$ cat src/rtl/alu_op_sequencer_if.sv
// Command, response and ALU bundle for alu_op_sequencer.
// master = issue logic plus the shared ALU; slave = the sequencer itself.
interface alu_op_sequencer_if #(
    parameter int WIDTH = 16
);
    logic             cmd_valid;
    logic             cmd_ready;
    logic [1:0]       cmd_op;
    logic [WIDTH-1:0] cmd_a;
    logic [WIDTH-1:0] cmd_b;

    logic             rsp_valid;
    logic             rsp_ready;
    logic [WIDTH-1:0] rsp_lo;
    logic [WIDTH-1:0] rsp_hi;
    logic             rsp_c;
    logic             rsp_v;
    logic             rsp_z;
    logic             rsp_n;

    logic             alu_add_sub;
    logic [WIDTH-1:0] alu_a;
    logic [WIDTH-1:0] alu_b;
    logic [WIDTH-1:0] alu_s;
    logic             alu_c;
    logic             alu_v;
    logic             alu_z;
    logic             alu_n;

    modport master (
        output cmd_valid, cmd_op, cmd_a, cmd_b, rsp_ready,
               alu_s, alu_c, alu_v, alu_z, alu_n,
        input  cmd_ready, rsp_valid, rsp_lo, rsp_hi, rsp_c, rsp_v, rsp_z, rsp_n,
               alu_add_sub, alu_a, alu_b
    );

    modport slave (
        input  cmd_valid, cmd_op, cmd_a, cmd_b, rsp_ready,
               alu_s, alu_c, alu_v, alu_z, alu_n,
        output cmd_ready, rsp_valid, rsp_lo, rsp_hi, rsp_c, rsp_v, rsp_z, rsp_n,
               alu_add_sub, alu_a, alu_b
    );
endinterface

$ cat src/rtl/alu_op_sequencer.sv
// ADD/SUB/CMP/MUL command sequencer driving a shared external add/sub ALU.
// Optional macro ALU_SEQ_SAT_EN: signed saturation of ADD/SUB results on overflow.
module alu_op_sequencer #(
    parameter int WIDTH     = 16,
    parameter int MUL_STEPS = 16
) (
    input  logic               clk,
    input  logic               rst_n,
    output logic               busy,
    alu_op_sequencer_if.slave  bus
);
    localparam int CNT_W = $clog2(MUL_STEPS);

    typedef enum logic [1:0] {
        OP_ADD = 2'b00,
        OP_SUB = 2'b01,
        OP_MUL = 2'b10,
        OP_CMP = 2'b11
    } op_t;

    typedef enum logic [1:0] {
        S_IDLE,
        S_EXEC,
        S_MUL,
        S_RESP
    } state_t;

    state_t             state_q,     state_d;
    op_t                op_q,        op_d;
    logic [WIDTH-1:0]   opa_q,       opa_d;
    logic [WIDTH-1:0]   opb_q,       opb_d;
    logic [WIDTH-1:0]   acc_hi_q,    acc_hi_d;
    logic [WIDTH-1:0]   q_q,         q_d;
    logic [CNT_W-1:0]   cnt_q,       cnt_d;
    logic               rsp_valid_q, rsp_valid_d;
    logic [WIDTH-1:0]   rsp_lo_q,    rsp_lo_d;
    logic [WIDTH-1:0]   rsp_hi_q,    rsp_hi_d;
    logic               rsp_c_q,     rsp_c_d;
    logic               rsp_v_q,     rsp_v_d;
    logic               rsp_z_q,     rsp_z_d;
    logic               rsp_n_q,     rsp_n_d;

    logic               alu_add_sub_w;
    logic [WIDTH-1:0]   alu_a_w;
    logic [WIDTH-1:0]   alu_b_w;
    logic [2*WIDTH:0]   mul_full;
    logic [2*WIDTH-1:0] mul_next;
`ifdef ALU_SEQ_SAT_EN
    logic               sat_neg;
`endif

    // One shift-add step: ALU carry becomes the new MSB of the 2*WIDTH accumulator.
    assign mul_full = {bus.alu_c, bus.alu_s, q_q};
    assign mul_next = mul_full[2*WIDTH:1];

    always_comb begin
        // NOTE: every variable gets a default here so no path leaves it unassigned (no latches).
        state_d       = state_q;
        op_d          = op_q;
        opa_d         = opa_q;
        opb_d         = opb_q;
        acc_hi_d      = acc_hi_q;
        q_d           = q_q;
        cnt_d         = cnt_q;
        rsp_valid_d   = rsp_valid_q;
        rsp_lo_d      = rsp_lo_q;
        rsp_hi_d      = rsp_hi_q;
        rsp_c_d       = rsp_c_q;
        rsp_v_d       = rsp_v_q;
        rsp_z_d       = rsp_z_q;
        rsp_n_d       = rsp_n_q;
        alu_add_sub_w = 1'b0;
        alu_a_w       = '0;
        alu_b_w       = '0;
`ifdef ALU_SEQ_SAT_EN
        sat_neg       = 1'b0;
`endif

        case (state_q)
            S_IDLE: begin
                if (bus.cmd_valid) begin
                    op_d  = op_t'(bus.cmd_op);
                    opa_d = bus.cmd_a;
                    opb_d = bus.cmd_b;
                    if (op_t'(bus.cmd_op) == OP_MUL) begin
                        acc_hi_d = '0;
                        q_d      = bus.cmd_b;
                        cnt_d    = '0;
                        state_d  = S_MUL;
                    end else begin
                        state_d  = S_EXEC;
                    end
                end
            end

            S_EXEC: begin
                alu_a_w       = opa_q;
                alu_b_w       = opb_q;
                alu_add_sub_w = (op_q != OP_ADD);
                rsp_lo_d      = (op_q == OP_CMP) ? opa_q : bus.alu_s;
                rsp_hi_d      = '0;
                rsp_c_d       = bus.alu_c;
                rsp_v_d       = bus.alu_v;
                rsp_z_d       = bus.alu_z;
                rsp_n_d       = bus.alu_n;
`ifdef ALU_SEQ_SAT_EN
                // On overflow the true sign is the sign of A (ADD) or of -B (SUB).
                if (op_q != OP_CMP && bus.alu_v) begin
                    sat_neg  = (op_q == OP_ADD) ? opa_q[WIDTH-1] : ~opb_q[WIDTH-1];
                    rsp_lo_d = sat_neg ? {1'b1, {(WIDTH-1){1'b0}}} : {1'b0, {(WIDTH-1){1'b1}}};
                    rsp_n_d  = sat_neg;
                    rsp_z_d  = 1'b0;
                end
`endif
                rsp_valid_d   = 1'b1;
                state_d       = S_RESP;
            end

            S_MUL: begin
                alu_a_w       = acc_hi_q;
                alu_b_w       = q_q[0] ? opa_q : '0;
                alu_add_sub_w = 1'b0;
                acc_hi_d      = mul_next[2*WIDTH-1:WIDTH];
                q_d           = mul_next[WIDTH-1:0];
                cnt_d         = cnt_q + 1'b1;
                if (cnt_q == CNT_W'(MUL_STEPS - 1)) begin
                    rsp_hi_d    = mul_next[2*WIDTH-1:WIDTH];
                    rsp_lo_d    = mul_next[WIDTH-1:0];
                    rsp_c_d     = 1'b0;
                    rsp_v_d     = |mul_next[2*WIDTH-1:WIDTH];
                    rsp_z_d     = ~|mul_next;
                    rsp_n_d     = mul_next[2*WIDTH-1];
                    rsp_valid_d = 1'b1;
                    state_d     = S_RESP;
                end
            end

            S_RESP: begin
                if (bus.rsp_ready) begin
                    rsp_valid_d = 1'b0;
                    state_d     = S_IDLE;
                end
            end

            default: state_d = S_IDLE;
        endcase
    end

    // NOTE: sequential state uses non-blocking assignments only; the async reset
    // clears every register, including operands and accumulator, so an aborted MUL leaves nothing behind.
    always_ff @(posedge clk or negedge rst_n) begin
        if (!rst_n) begin
            state_q     <= S_IDLE;
            op_q        <= OP_ADD;
            opa_q       <= '0;
            opb_q       <= '0;
            acc_hi_q    <= '0;
            q_q         <= '0;
            cnt_q       <= '0;
            rsp_valid_q <= 1'b0;
            rsp_lo_q    <= '0;
            rsp_hi_q    <= '0;
            rsp_c_q     <= 1'b0;
            rsp_v_q     <= 1'b0;
            rsp_z_q     <= 1'b0;
            rsp_n_q     <= 1'b0;
        end else begin
            state_q     <= state_d;
            op_q        <= op_d;
            opa_q       <= opa_d;
            opb_q       <= opb_d;
            acc_hi_q    <= acc_hi_d;
            q_q         <= q_d;
            cnt_q       <= cnt_d;
            rsp_valid_q <= rsp_valid_d;
            rsp_lo_q    <= rsp_lo_d;
            rsp_hi_q    <= rsp_hi_d;
            rsp_c_q     <= rsp_c_d;
            rsp_v_q     <= rsp_v_d;
            rsp_z_q     <= rsp_z_d;
            rsp_n_q     <= rsp_n_d;
        end
    end

    assign busy            = (state_q != S_IDLE);
    assign bus.cmd_ready   = (state_q == S_IDLE);
    assign bus.rsp_valid   = rsp_valid_q;
    assign bus.rsp_lo      = rsp_lo_q;
    assign bus.rsp_hi      = rsp_hi_q;
    assign bus.rsp_c       = rsp_c_q;
    assign bus.rsp_v       = rsp_v_q;
    assign bus.rsp_z       = rsp_z_q;
    assign bus.rsp_n       = rsp_n_q;
    assign bus.alu_add_sub = alu_add_sub_w;
    assign bus.alu_a       = alu_a_w;
    assign bus.alu_b       = alu_b_w;
endmodule

$ cat src/flat_wrapper.sv
// flat-port wrapper written by rule: the top's interface ports become plain ports
module alu_op_sequencer_flat 
#(
    parameter int WIDTH     = 16,
    parameter int MUL_STEPS = 16
)
  (clk, rst_n, busy, bus_cmd_valid, bus_cmd_op, bus_cmd_a, bus_cmd_b, bus_rsp_ready, bus_alu_s, bus_alu_c, bus_alu_v, bus_alu_z, bus_alu_n, bus_cmd_ready, bus_rsp_valid, bus_rsp_lo, bus_rsp_hi, bus_rsp_c, bus_rsp_v, bus_rsp_z, bus_rsp_n, bus_alu_add_sub, bus_alu_a, bus_alu_b);
  alu_op_sequencer_if #(.WIDTH(WIDTH)) bus_i ();
  input  logic clk;
  input  logic rst_n;
  output logic busy;
  input wire logic [$bits(bus_i.cmd_valid)-1:0] bus_cmd_valid;
  input wire logic [$bits(bus_i.cmd_op)-1:0] bus_cmd_op;
  input wire logic [$bits(bus_i.cmd_a)-1:0] bus_cmd_a;
  input wire logic [$bits(bus_i.cmd_b)-1:0] bus_cmd_b;
  input wire logic [$bits(bus_i.rsp_ready)-1:0] bus_rsp_ready;
  input wire logic [$bits(bus_i.alu_s)-1:0] bus_alu_s;
  input wire logic [$bits(bus_i.alu_c)-1:0] bus_alu_c;
  input wire logic [$bits(bus_i.alu_v)-1:0] bus_alu_v;
  input wire logic [$bits(bus_i.alu_z)-1:0] bus_alu_z;
  input wire logic [$bits(bus_i.alu_n)-1:0] bus_alu_n;
  output wire logic [$bits(bus_i.cmd_ready)-1:0] bus_cmd_ready;
  output wire logic [$bits(bus_i.rsp_valid)-1:0] bus_rsp_valid;
  output wire logic [$bits(bus_i.rsp_lo)-1:0] bus_rsp_lo;
  output wire logic [$bits(bus_i.rsp_hi)-1:0] bus_rsp_hi;
  output wire logic [$bits(bus_i.rsp_c)-1:0] bus_rsp_c;
  output wire logic [$bits(bus_i.rsp_v)-1:0] bus_rsp_v;
  output wire logic [$bits(bus_i.rsp_z)-1:0] bus_rsp_z;
  output wire logic [$bits(bus_i.rsp_n)-1:0] bus_rsp_n;
  output wire logic [$bits(bus_i.alu_add_sub)-1:0] bus_alu_add_sub;
  output wire logic [$bits(bus_i.alu_a)-1:0] bus_alu_a;
  output wire logic [$bits(bus_i.alu_b)-1:0] bus_alu_b;
  assign bus_i.cmd_valid = bus_cmd_valid;
  assign bus_i.cmd_op = bus_cmd_op;
  assign bus_i.cmd_a = bus_cmd_a;
  assign bus_i.cmd_b = bus_cmd_b;
  assign bus_i.rsp_ready = bus_rsp_ready;
  assign bus_i.alu_s = bus_alu_s;
  assign bus_i.alu_c = bus_alu_c;
  assign bus_i.alu_v = bus_alu_v;
  assign bus_i.alu_z = bus_alu_z;
  assign bus_i.alu_n = bus_alu_n;
  assign bus_cmd_ready = bus_i.cmd_ready;
  assign bus_rsp_valid = bus_i.rsp_valid;
  assign bus_rsp_lo = bus_i.rsp_lo;
  assign bus_rsp_hi = bus_i.rsp_hi;
  assign bus_rsp_c = bus_i.rsp_c;
  assign bus_rsp_v = bus_i.rsp_v;
  assign bus_rsp_z = bus_i.rsp_z;
  assign bus_rsp_n = bus_i.rsp_n;
  assign bus_alu_add_sub = bus_i.alu_add_sub;
  assign bus_alu_a = bus_i.alu_a;
  assign bus_alu_b = bus_i.alu_b;
  alu_op_sequencer #(.WIDTH(WIDTH), .MUL_STEPS(MUL_STEPS)) u_core (.clk(clk), .rst_n(rst_n), .busy(busy), .bus(bus_i));
endmodule
$ cat config.mk
export PLATFORM = sky130hd
export DESIGN_NAME = alu_op_sequencer_flat
export DESIGN_NICKNAME = d
export VERILOG_FILES = /design/src/rtl/alu_op_sequencer_if.sv /design/src/rtl/alu_op_sequencer.sv /design/src/flat_wrapper.sv
export SDC_FILE = /design/constraint.sdc
export NUM_CORES = 1
export LEC_CHECK = 0
export CAP_MARGIN = 0
export CORE_ASPECT_RATIO = 1.2
export CORE_MARGIN = 2
export CORE_UTILIZATION = 49
export DETAILED_ROUTE_END_ITERATION = 16
export PLACE_DENSITY = 0.8
export SETUP_SLACK_MARGIN = 0.15
export SYNTH_ARGS = -nofsm -noshare
export SYNTH_HDL_FRONTEND = slang
export SYNTH_SLANG_ARGS = --single-unit
$ cat constraint.sdc
create_clock -name clk -period 3 [get_ports clk]
set_input_delay 0.45 -clock clk [delete_from_list [all_inputs] [get_ports clk]]
set_output_delay 0.45 -clock clk [all_outputs]
set_load 0.05 [all_outputs]
==> reports/metrics.cfg, run 1 <==
[final_layout]
nNetsFinal = 654
diodes = 0
final_core_util_pct = 70.2
drive_gt1_share_pct = 11.9
area_growth_pct = 40.6

[floorplan]
start_util_pct = 49.9
io_pins = 130
die-area_sq_mm = 0.0115
core_area_sq_mm = 0.0104
die_h_um = 117
placementRows = 41
die_w_um = 98.0

[placed_design]
dp_hpwl_um = 10300
portBuffers = 129
gp_congestion = 0.873

[sta]
finClkSkew_ps = 9.30
maxSlewHeadroom_pct = 40.3
fin_setup_tns_ps = 0
rsz0062_at_grt = false
whs_ps = 136
fin_crit_sh_pct = 88.0
max_slew.worst_pin.slew_ps = 894
finalSetupViolCount = 0
hold_violations = 0
max_freq_ghz = 0.379
report.final.slew_viol_count = 0
layout_min_cycle_time_ps = 2640

[power]
p_leak_nw = 3.10
ir_drop_uv = 696
p_per_area_mw_per_mm2 = 1160

[synthesis]
ys_top_cells_by_count = dfrtp_1, nand2_1, mux2_1, nor2b_1, a22oi_1
synthTopCellsByArea = dfrtp_1, mux2_1, a22oi_1, nand2_1, nor2b_1
synth_area_sq_mm = 0.00520
ys_types = 42
synth.top_cell.area_share_pct = 52.5
synth_edf_count = 0
syn_nets = 536
async_flop_share_pct = 100
synth_most_common_cell = dfrtp_1
yosysSeqAreaShare_pct = 52.5
syn_area_per_cell_sq_um = 11.0
synthFlopType = dfrtp_1
yosys_register_bits = 109
synth_top_area_cell = dfrtp_1
postSynthCellCount = 473
yosysWarnings = 0

[cts]
clk_pin_slew_ps = 80
cts_setup_buffers = 0
cts_tree = done
clock-root-buffer = clkbuf_16
cts_resized = 0
clk_path_buf_depth = 2
cts.sink_count = 109
worstSkewPairLatency_ps = 350
numCtsBuffers = 9
hold_buffers = 0
htreeDepth = 3

[route]
dr.pass1.iters = 4
ant_nets = 0
drc = 0
wirelength_um = 14700
wire_per_inst_um = 20.3
first_iter_violations = 322
vias = 4288
viasPerCell = 5.91

[worst_setup_path]
worst_path_max_delay_cell = dfrtp_1
reg2reg_depth = 5
cp-startpoint = u_core.state_q[0]
crit_cells = 6
required_ps = 2550
worstPathArrival_ps = 2190
endpoint = bus_alu_a[7]
startpoint_type = flip-flop
critical_path_class = reg -> out
cp_num_buf_inv = 3
critPathCaptureType = output pin
r2r_start = u_core.state_q[0]
r2r-end = u_core.q_q[0]
reg2reg_slack_ps = 710
cp_max_fo = 46
worstPathCellList = inv_1 -> ha_2 -> buf_6 -> a22oi_1 -> nor2b_1 -> buf_12
cp_top_family = buffers and inverters
max_stage_delay_ps = 410

[global_route]
antenna_found_initial = 0
grt_pass1_wl_um = 23500
grtUsageTotal_pct = 26.5
grt_start_max_net_pins = 69
grt_overflow = 0
grt_pass1_vias = 4450

[worst_hold_path]
min_path_type = in -> async

[job]
maxCapViolations = 0

[run_status]
outcome = finished clean

-- layout by cell type, fill, tap and decap left out, types with 2 or more instances in the layout --
cell	n
clkinvlp_4	3
or3_1	2
a22oi_1	32
and2_1	2
buf_12	36
xor2_1	2
o21ai_0	18
clkbuf_16	9
inv_1	5
a221o_1	16
nand2_1	57
o21ai_1	23
a22o_1	15
nor4_1	6
buf_4	11
nor2_1	20
ha_1	4
mux2i_1	18
nor2b_1	33
clkdlybuf4s50_1	95
dfrtp_1	109
a21oi_1	2
mux2_1	50
-- through the flow --
stage	worst slack (ps)	instances	total power, mW	area (sq um)
floorplan	366	473	5.34	5200
global placement	520	709	7.10	7000
detailed placement	495	709	7.22	7000
CTS	255	725	8.47	7300
global route	269	725	8.88	7310
finish	361	725	8.47	7310
-- cell families after synthesis --
group,after synthesis,synth area share [%]
AND/OR/NAND/NOR,130,12.3
buffers and inverters,42,3.18
AO/OA/AOI/OAI,117,16.2
adder cells (fa/ha/maj),5,1.20
multiplexers,68,14.3
XOR/XNOR,2,0.337
flip-flops,109,52.5
-- final cells by class --
cell class | instances | area, sq um
clock buffer | 10 | 239
clock inverter | 6 | 70.1
fill | 743 | 3110
inverter | 6 | 22.5
multi-input combinational | 322 | 2320
sequential | 109 | 2730
tap | 129 | 161
timing repair buffer | 143 | 1770
-- flip-flops by register name, indices dropped and copies added (netlist names) --
| register | cells |
|---|---|
| u_core.acc_hi_q | 16 |
| u_core.bus.rsp_c | 1 |
| u_core.bus.rsp_hi | 16 |
| u_core.bus.rsp_lo | 16 |
| u_core.bus.rsp_n | 1 |
| u_core.bus.rsp_v | 1 |
| u_core.bus.rsp_valid | 1 |
| u_core.bus.rsp_z | 1 |
| u_core.cnt_q | 4 |
| u_core.op_q | 2 |
| u_core.opa_q | 16 |
| u_core.opb_q | 16 |
| u_core.q_q | 16 |
| u_core.state_q | 2 |
-- power by group --
group / internal [mW] / total, mW / switching [mW]
combinational: 1.94 / 4.69 / 2.75
sequential: 2.07 / 2.55 / 0.486
clock: 0.675 / 1.23 / 0.551
total: 4.68 / 8.47 / 3.79
-- layer usage --
| layer | vias up | part of all wire (%) | global-route usage [%] |
|---|---|---|---|
| li1 | 1937 | - | - |
| met1 | 2136 | 39 | 32.7 |
| met2 | 187 | 51 | 45.8 |
| met3 | 28 | 6.0 | 4.99 |
| met4 | 0 | 3.3 | 12.0 |
| met5 | - | 0 | 0 |
-- worst min path at each step --
| stage | from | endpoint | slack (ps) |
|---|---|---|---|
| CTS | rst_n | u_core.bus.rsp_lo[9] | 170 |
| global placement | u_core.acc_hi_q[15] | u_core.acc_hi_q[15] | 470 |
| detailed placement | u_core.bus.rsp_v | u_core.bus.rsp_v | 480 |
| finish | rst_n | u_core.bus.rsp_lo[9] | 140 |
| floorplan | rst_n | u_core.acc_hi_q[0] | 150 |
| global route | rst_n | u_core.bus.rsp_lo[8] | 200 |
No activity file was read; power rests on OpenSTA's default activity.
==> run 2: changes to the inputs <==
--- a/config.mk
+++ b/config.mk
@@ -6,7 +6,7 @@
 export NUM_CORES = 1
 export LEC_CHECK = 0
 export CAP_MARGIN = 0
-export CORE_ASPECT_RATIO = 1.2
+export CORE_ASPECT_RATIO = 2
 export CORE_MARGIN = 2
 export CORE_UTILIZATION = 49
 export DETAILED_ROUTE_END_ITERATION = 16
@@ -15,3 +15,4 @@
 export SYNTH_ARGS = -nofsm -noshare
 export SYNTH_HDL_FRONTEND = slang
 export SYNTH_SLANG_ARGS = --single-unit
+export TNS_END_PERCENT = 1
==> run 2 against run 1 <==
Compared with the run above: power decreased by 0.80%; non-clock buffer count increased by 6; via count increased by 1.4%; critical endpoint is now bus_alu_b[6]; utilization increased by 0.14 points; largest cell class unchanged; flip-flop and latch count unchanged; cell area increased by 0.17%.
==> reports/metrics.cfg, run 2 (synthesis gave the netlist of run 1 again) <==
[sta]
layout_min_cycle_time_ps = 2590  ; -49.6 ps
rsz0062_at_grt = false
max_freq_ghz = 0.386  ; +1.9%
max_slew.worst_pin.slew_ps = 829  ; -64.7 ps
maxSlewHeadroom_pct = 44.6  ; +4.3 points
finalSetupViolCount = 0  ; unchanged
fin_setup_tns_ps = 0  ; unchanged
hold_violations = 0  ; unchanged
finClkSkew_ps = 7.83  ; -1.48 ps
report.final.slew_viol_count = 0  ; unchanged
fin_crit_sh_pct = 86.3  ; -1.7 points

[cts]
clk_path_buf_depth = 2  ; unchanged
hold_buffers = 0  ; unchanged
worstSkewPairLatency_ps = 360  ; about the same
numCtsBuffers = 9  ; unchanged
htreeDepth = 3  ; unchanged
clk_pin_slew_ps = 70  ; about the same
cts_tree = done
cts_resized = 0  ; unchanged
clock-root-buffer = clkbuf_16
cts_setup_buffers = 0  ; unchanged
cts.sink_count = 109  ; unchanged

[power]
p_per_area_mw_per_mm2 = 1150  ; -0.97%
ir_drop_uv = 661  ; -5.1%
p_leak_nw = 3.12  ; +0.61%

[global_route]
grt_pass1_vias = 4543  ; +2.1%
use_met3_pct = 4.70  ; -0.28 points
grt_util_met1_pct = 29.6  ; -3.1 points
grt_pass1_wl_um = 23900  ; +1.7%
grt_start_max_net_pins = 69  ; unchanged
grt_overflow = 0  ; unchanged
gr-max-usage-layer = met2
antenna_found_initial = 0  ; unchanged
grtUsageTotal_pct = 27.3  ; +0.81 points
use_met2_pct = 48.2  ; +2.4 points

[run_status]
outcome = finished clean

[final_layout]
drive_gt1_share_pct = 12.6  ; +0.71 points
area_growth_pct = 40.9
diodes = 0  ; unchanged
nNetsFinal = 660  ; +0.92%
final_cells = 739  ; +1.9%
mostFrequentLayoutCell = dfrtp_1
fillers = 786  ; +5.8%
final_cell_mix = dfrtp_1, clkdlybuf4s50_1, nand2_1

[placed_design]
dp_hpwl_um = 11200  ; +9.4%
portBuffers = 129  ; unchanged
dp_cells = 723  ; +2.0%
gp_congestion = 0.843  ; -3.4%

[job]
maxCapViolations = 0  ; unchanged

[worst_hold_path]
min_path_type = in -> async

[route]
dr.pass1.iters = 5  ; +1
wire_per_inst_um = 20.7  ; +2.1%
viasPerCell = 5.88  ; -0.52%
wirelength_um = 15300  ; +4.0%
first_iter_violations = 331  ; +2.8%
ant_nets = 0  ; unchanged
drc = 0  ; unchanged
vias = 4348  ; +1.4%

[worst_setup_path]
reg2reg_depth = 7  ; +2
critical_path_class = reg -> out
r2r_start = u_core.state_q[0]
cp_max_fo = 12  ; -74%
critPathCaptureType = output pin
reg2reg_slack_ps = 620  ; -90 ps
worstPathArrival_ps = 2140  ; -50 ps
startpoint_type = flip-flop
r2r-end = u_core.bus.rsp_lo[9]
required_ps = 2550  ; about the same

[floorplan]
start_util_pct = 49.9  ; about the same
placementRows = 53  ; +29%
die-area_sq_mm = 0.0115  ; +0.41%
io_pins = 130  ; unchanged
die_w_um = 76.8  ; -22%
die_h_um = 150  ; +28%
core_area_sq_mm = 0.0104  ; about the same

==> run 2: changes by cell type in the layout (fill, tap and decap cells not counted), sizes merged <==
cell	change
buf	+6
bufinv	-1
clkinvlp	-2
inv	+3
==> run 2: per-stage QoR <==
| step | utilization (%) | power [mW] | setup WS, ps | hold WS (ps) | instance area [sq um] |
|---|---|---|---|---|---|
| after floorplan | - | 5.34 | 366 | 154 | 5200 |
| after detailed placement | 67.6 | 7.26 | 498 | 480 | 7040 |
| after global placement | 67.6 | 7.13 | 545 | 470 | 7040 |
| after CTS | 70.3 | 8.43 | 415 | 185 | 7320 |
| after global routing | 70.3 | 8.79 | 324 | 218 | 7320 |
| final | 70.3 | 8.40 | 410 | 159 | 7320 |
==> run 2: per-layer routing <==
metal	vias to the layer above	wire (um)
li1	1959	-
met4	0	965
met1	2155	5320
met5	-	0
met2	179	8280
met3	55	756
==> run 2: area by class of cell <==
class | instances | area, sq um | share of cell area, %
clock buffer | 10 | 229 | 3.13
multi-input combinational | 322 | 2320 | 31.7
sequential | 109 | 2730 | 37.3
inverter | 6 | 22.5 | 0.308
timing repair buffer | 149 | 1790 | 24.5
clock inverter | 6 | 53.8 | 0.735
tap | 137 | 171 | 2.34
==> run 2: worst max path at each step <==
| stage | from | to | slack [ps] | cells after the start |
|---|---|---|---|---|
| 6_report | u_core.state_q[0] | bus_alu_b[6] | 410 | 7 |
| 5_1_grt | u_core.state_q[0] | bus_alu_a[6] | 320 | 6 |
| 3_5_place_dp | bus_alu_s[14] | u_core.bus.rsp_z | 500 | 5 |
| 4_1_cts | u_core.state_q[0] | bus_alu_b[8] | 410 | 7 |
| 3_3_place_gp | bus_alu_s[14] | u_core.bus.rsp_z | 540 | 5 |
| 2_1_floorplan | u_core.state_q[0] | bus_alu_b[10] | 370 | 8 |
==> run 2: power breakdown <==
part           total [mW]  leakage [nW]  switching (mW)  internal, mW
registers            2.57          1.39           0.504          2.07
logic                4.68          1.60            2.75          1.93
clock network        1.15         0.136           0.571         0.581
==> run 2: worst max-delay path, stage by stage, from the launching register on <==
cell and delay (ps):
dfrtp_1 410, inv_1 130, ha_2 210, and2_1 270
buf_4 260, a22oi_1 90, nor2b_1 240, buf_12 170
==> run 3: changes to the inputs <==
--- a/config.mk
+++ b/config.mk
@@ -8,9 +8,9 @@
 export CAP_MARGIN = 0
 export CORE_ASPECT_RATIO = 2
 export CORE_MARGIN = 2
-export CORE_UTILIZATION = 49
+export CORE_UTILIZATION = 44
 export DETAILED_ROUTE_END_ITERATION = 16
-export PLACE_DENSITY = 0.8
+export PLACE_DENSITY = 0.73
 export SETUP_SLACK_MARGIN = 0.15
 export SYNTH_ARGS = -nofsm -noshare
 export SYNTH_HDL_FRONTEND = slang
==> run 3 against run 2 <==
Compared with the run above: flip-flop and latch count unchanged; via count decreased by 1.2%; critical path depth unchanged; global-route usage decreased by 2.1 points; clock power increased by 4%; cell area increased by 0.31%; power increased by 0.72%; non-clock buffer count decreased by 1; register-to-register slack improved by 50 ps; largest power group unchanged.
==> reports/metrics.cfg, run 3 (synthesis gave the netlist of run 1 again) <==
[sta]
rsz0062_at_grt = true
layout_min_cycle_time_ps = 2730  ; +143 ps
finalSetupViolCount = 0  ; unchanged
maxSlewHeadroom_pct = 41.1  ; -3.5 points
setup_ws_ps = 267  ; -143 ps
report.final.slew_viol_count = 0  ; unchanged
max_freq_ghz = 0.366  ; -5.2%
finClkSkew_ps = 10.2  ; +2.34 ps
fin_crit_sh_pct = 91.1  ; +4.8 points
hold_violations = 0  ; unchanged
max_slew.worst_pin.slew_ps = 882  ; +52.9 ps
whs_ps = 131  ; -27.5 ps
fin_setup_tns_ps = 0  ; unchanged

[route]
ant_nets = 0  ; unchanged
dr.pass1.iters = 5  ; unchanged
first_iter_violations = 286  ; -14%
vias = 4297  ; -1.2%
drc = 0  ; unchanged
wirelength_um = 15300  ; -0.31%
wire_per_inst_um = 20.5  ; -1.1%
viasPerCell = 5.77  ; -2.0%

[worst_setup_path]
startpoint_type = flip-flop
r2r_start = u_core.state_q[0]
critPathCaptureType = output pin
cp_top_family = buffers and inverters
max_stage_delay_ps = 420  ; about the same
worstPathCellList = inv_1 -> ha_2 -> and2_1 -> buf_4 -> a22oi_1 -> nor2b_1 -> buf_12
cp-startpoint = u_core.state_q[0]
critical_path_class = reg -> out
cp_num_buf_inv = 3  ; unchanged
crit_cells = 7  ; unchanged
worst_path_max_delay_cell = dfrtp_1
cp_max_fo = 12  ; unchanged
reg2reg_depth = 5  ; -2
required_ps = 2550  ; about the same
worstPathArrival_ps = 2280  ; +140 ps

[job]
maxCapViolations = 0  ; unchanged

[final_layout]
register_area_sq_mm = 0.00273  ; unchanged
multi_input_area_sq_mm = 0.00232  ; unchanged
nNetsFinal = 659  ; -0.15%
mostFrequentLayoutCell = dfrtp_1
diodes = 0  ; unchanged
final_cell_mix = dfrtp_1, clkdlybuf4s50_1, nand2_1
drive_gt1_share_pct = 12.5  ; -0.12 points
fillers = 973  ; +24%
area_growth_pct = 41.3

[cts]
clock-root-buffer = clkbuf_16
numCtsBuffers = 9  ; unchanged
cts.sink_count = 109  ; unchanged
cts_tree = done
cts_resized = 0  ; unchanged
clk_pin_slew_ps = 70  ; about the same
hold_buffers = 0  ; unchanged
htreeDepth = 3  ; unchanged
worstSkewPairLatency_ps = 350  ; about the same
clk_path_buf_depth = 2  ; unchanged
cts_setup_buffers = 0  ; unchanged

[global_route]
grt_start_max_net_pins = 57  ; -17%
grt_pass1_wl_um = 24000  ; +0.17%
grt_pass1_vias = 4399  ; -3.2%
grtUsageTotal_pct = 25.2  ; -2.1 points
antenna_found_initial = 0  ; unchanged
grt_overflow = 0  ; unchanged

[power]
p_leak_nw = 3.12  ; about the same
ir_drop_uv = 675  ; +2.1%
finalPower_mw = 8.46  ; +0.72%
p_per_area_mw_per_mm2 = 1150  ; +0.42%

[worst_hold_path]
min_path_type = in -> async

[placed_design]
gp_congestion = 0.909  ; +7.8%
pre_cts_slack_ps = 501  ; +3.07 ps
portBuffers = 129  ; unchanged
dp_hpwl_um = 11300  ; +0.67%

[run_status]
outcome = finished clean

[floorplan]
io_pins = 130  ; unchanged
die-area_sq_mm = 0.0128  ; +11%
die_w_um = 80.9  ; +5.2%
placementRows = 56  ; +5.7%
start_util_pct = 44.7  ; -5.2 points
core_area_sq_mm = 0.0116  ; +12%
die_h_um = 158  ; +5.4%

==> run 3: layout make-up <==
class | count | share of cell area (%)
Clock inverter | 6 | 1.01
Sequential cell | 109 | 37.1
Timing Repair Buffer | 148 | 24.4
Clock buffer | 9 | 3.07
Multi-Input combinational cell | 322 | 31.6
Tap cell | 145 | 2.47
Inverter | 6 | 0.307
==> run 3: power by group <==
part	switching (mW)	internal [mW]
registers	0.503	2.07
clock network	0.552	0.652
logic	2.74	1.95
==> run 3: routing by layer <==
metal  global-route usage [%]  share of wire, %  vias up
met2                     44.6                55      144
met3                     2.91               3.2       49
met1                     28.6                37     2155
met5                        0                 0        -
li1                         -                 -     1949
met4                     14.5               5.1        0
==> run 3: final timing paths <==
path	endpoint	slack, ps
min in group clk	u_core.acc_hi_q[7]	490
hold / removal	u_core.opa_q[9]	130
hold reg to reg	u_core.acc_hi_q[7]	490
setup / recovery	bus_alu_b[11]	270
max in group asynchronous	u_core.opa_q[14]	2100
setup reg to reg	u_core.q_q[2]	670
==> run 3: stage by stage <==
| step | cell area (sq um) | utilization, % | cells |
|---|---|---|---|
| after global placement | 7040 | 60.5 | 730 |
| after CTS | 7340 | 63.1 | 745 |
| final | 7340 | 63.1 | 745 |
| after floorplan | 5200 | - | 473 |
| after global routing | 7340 | 63.1 | 745 |
| after detailed placement | 7040 | 60.5 | 730 |
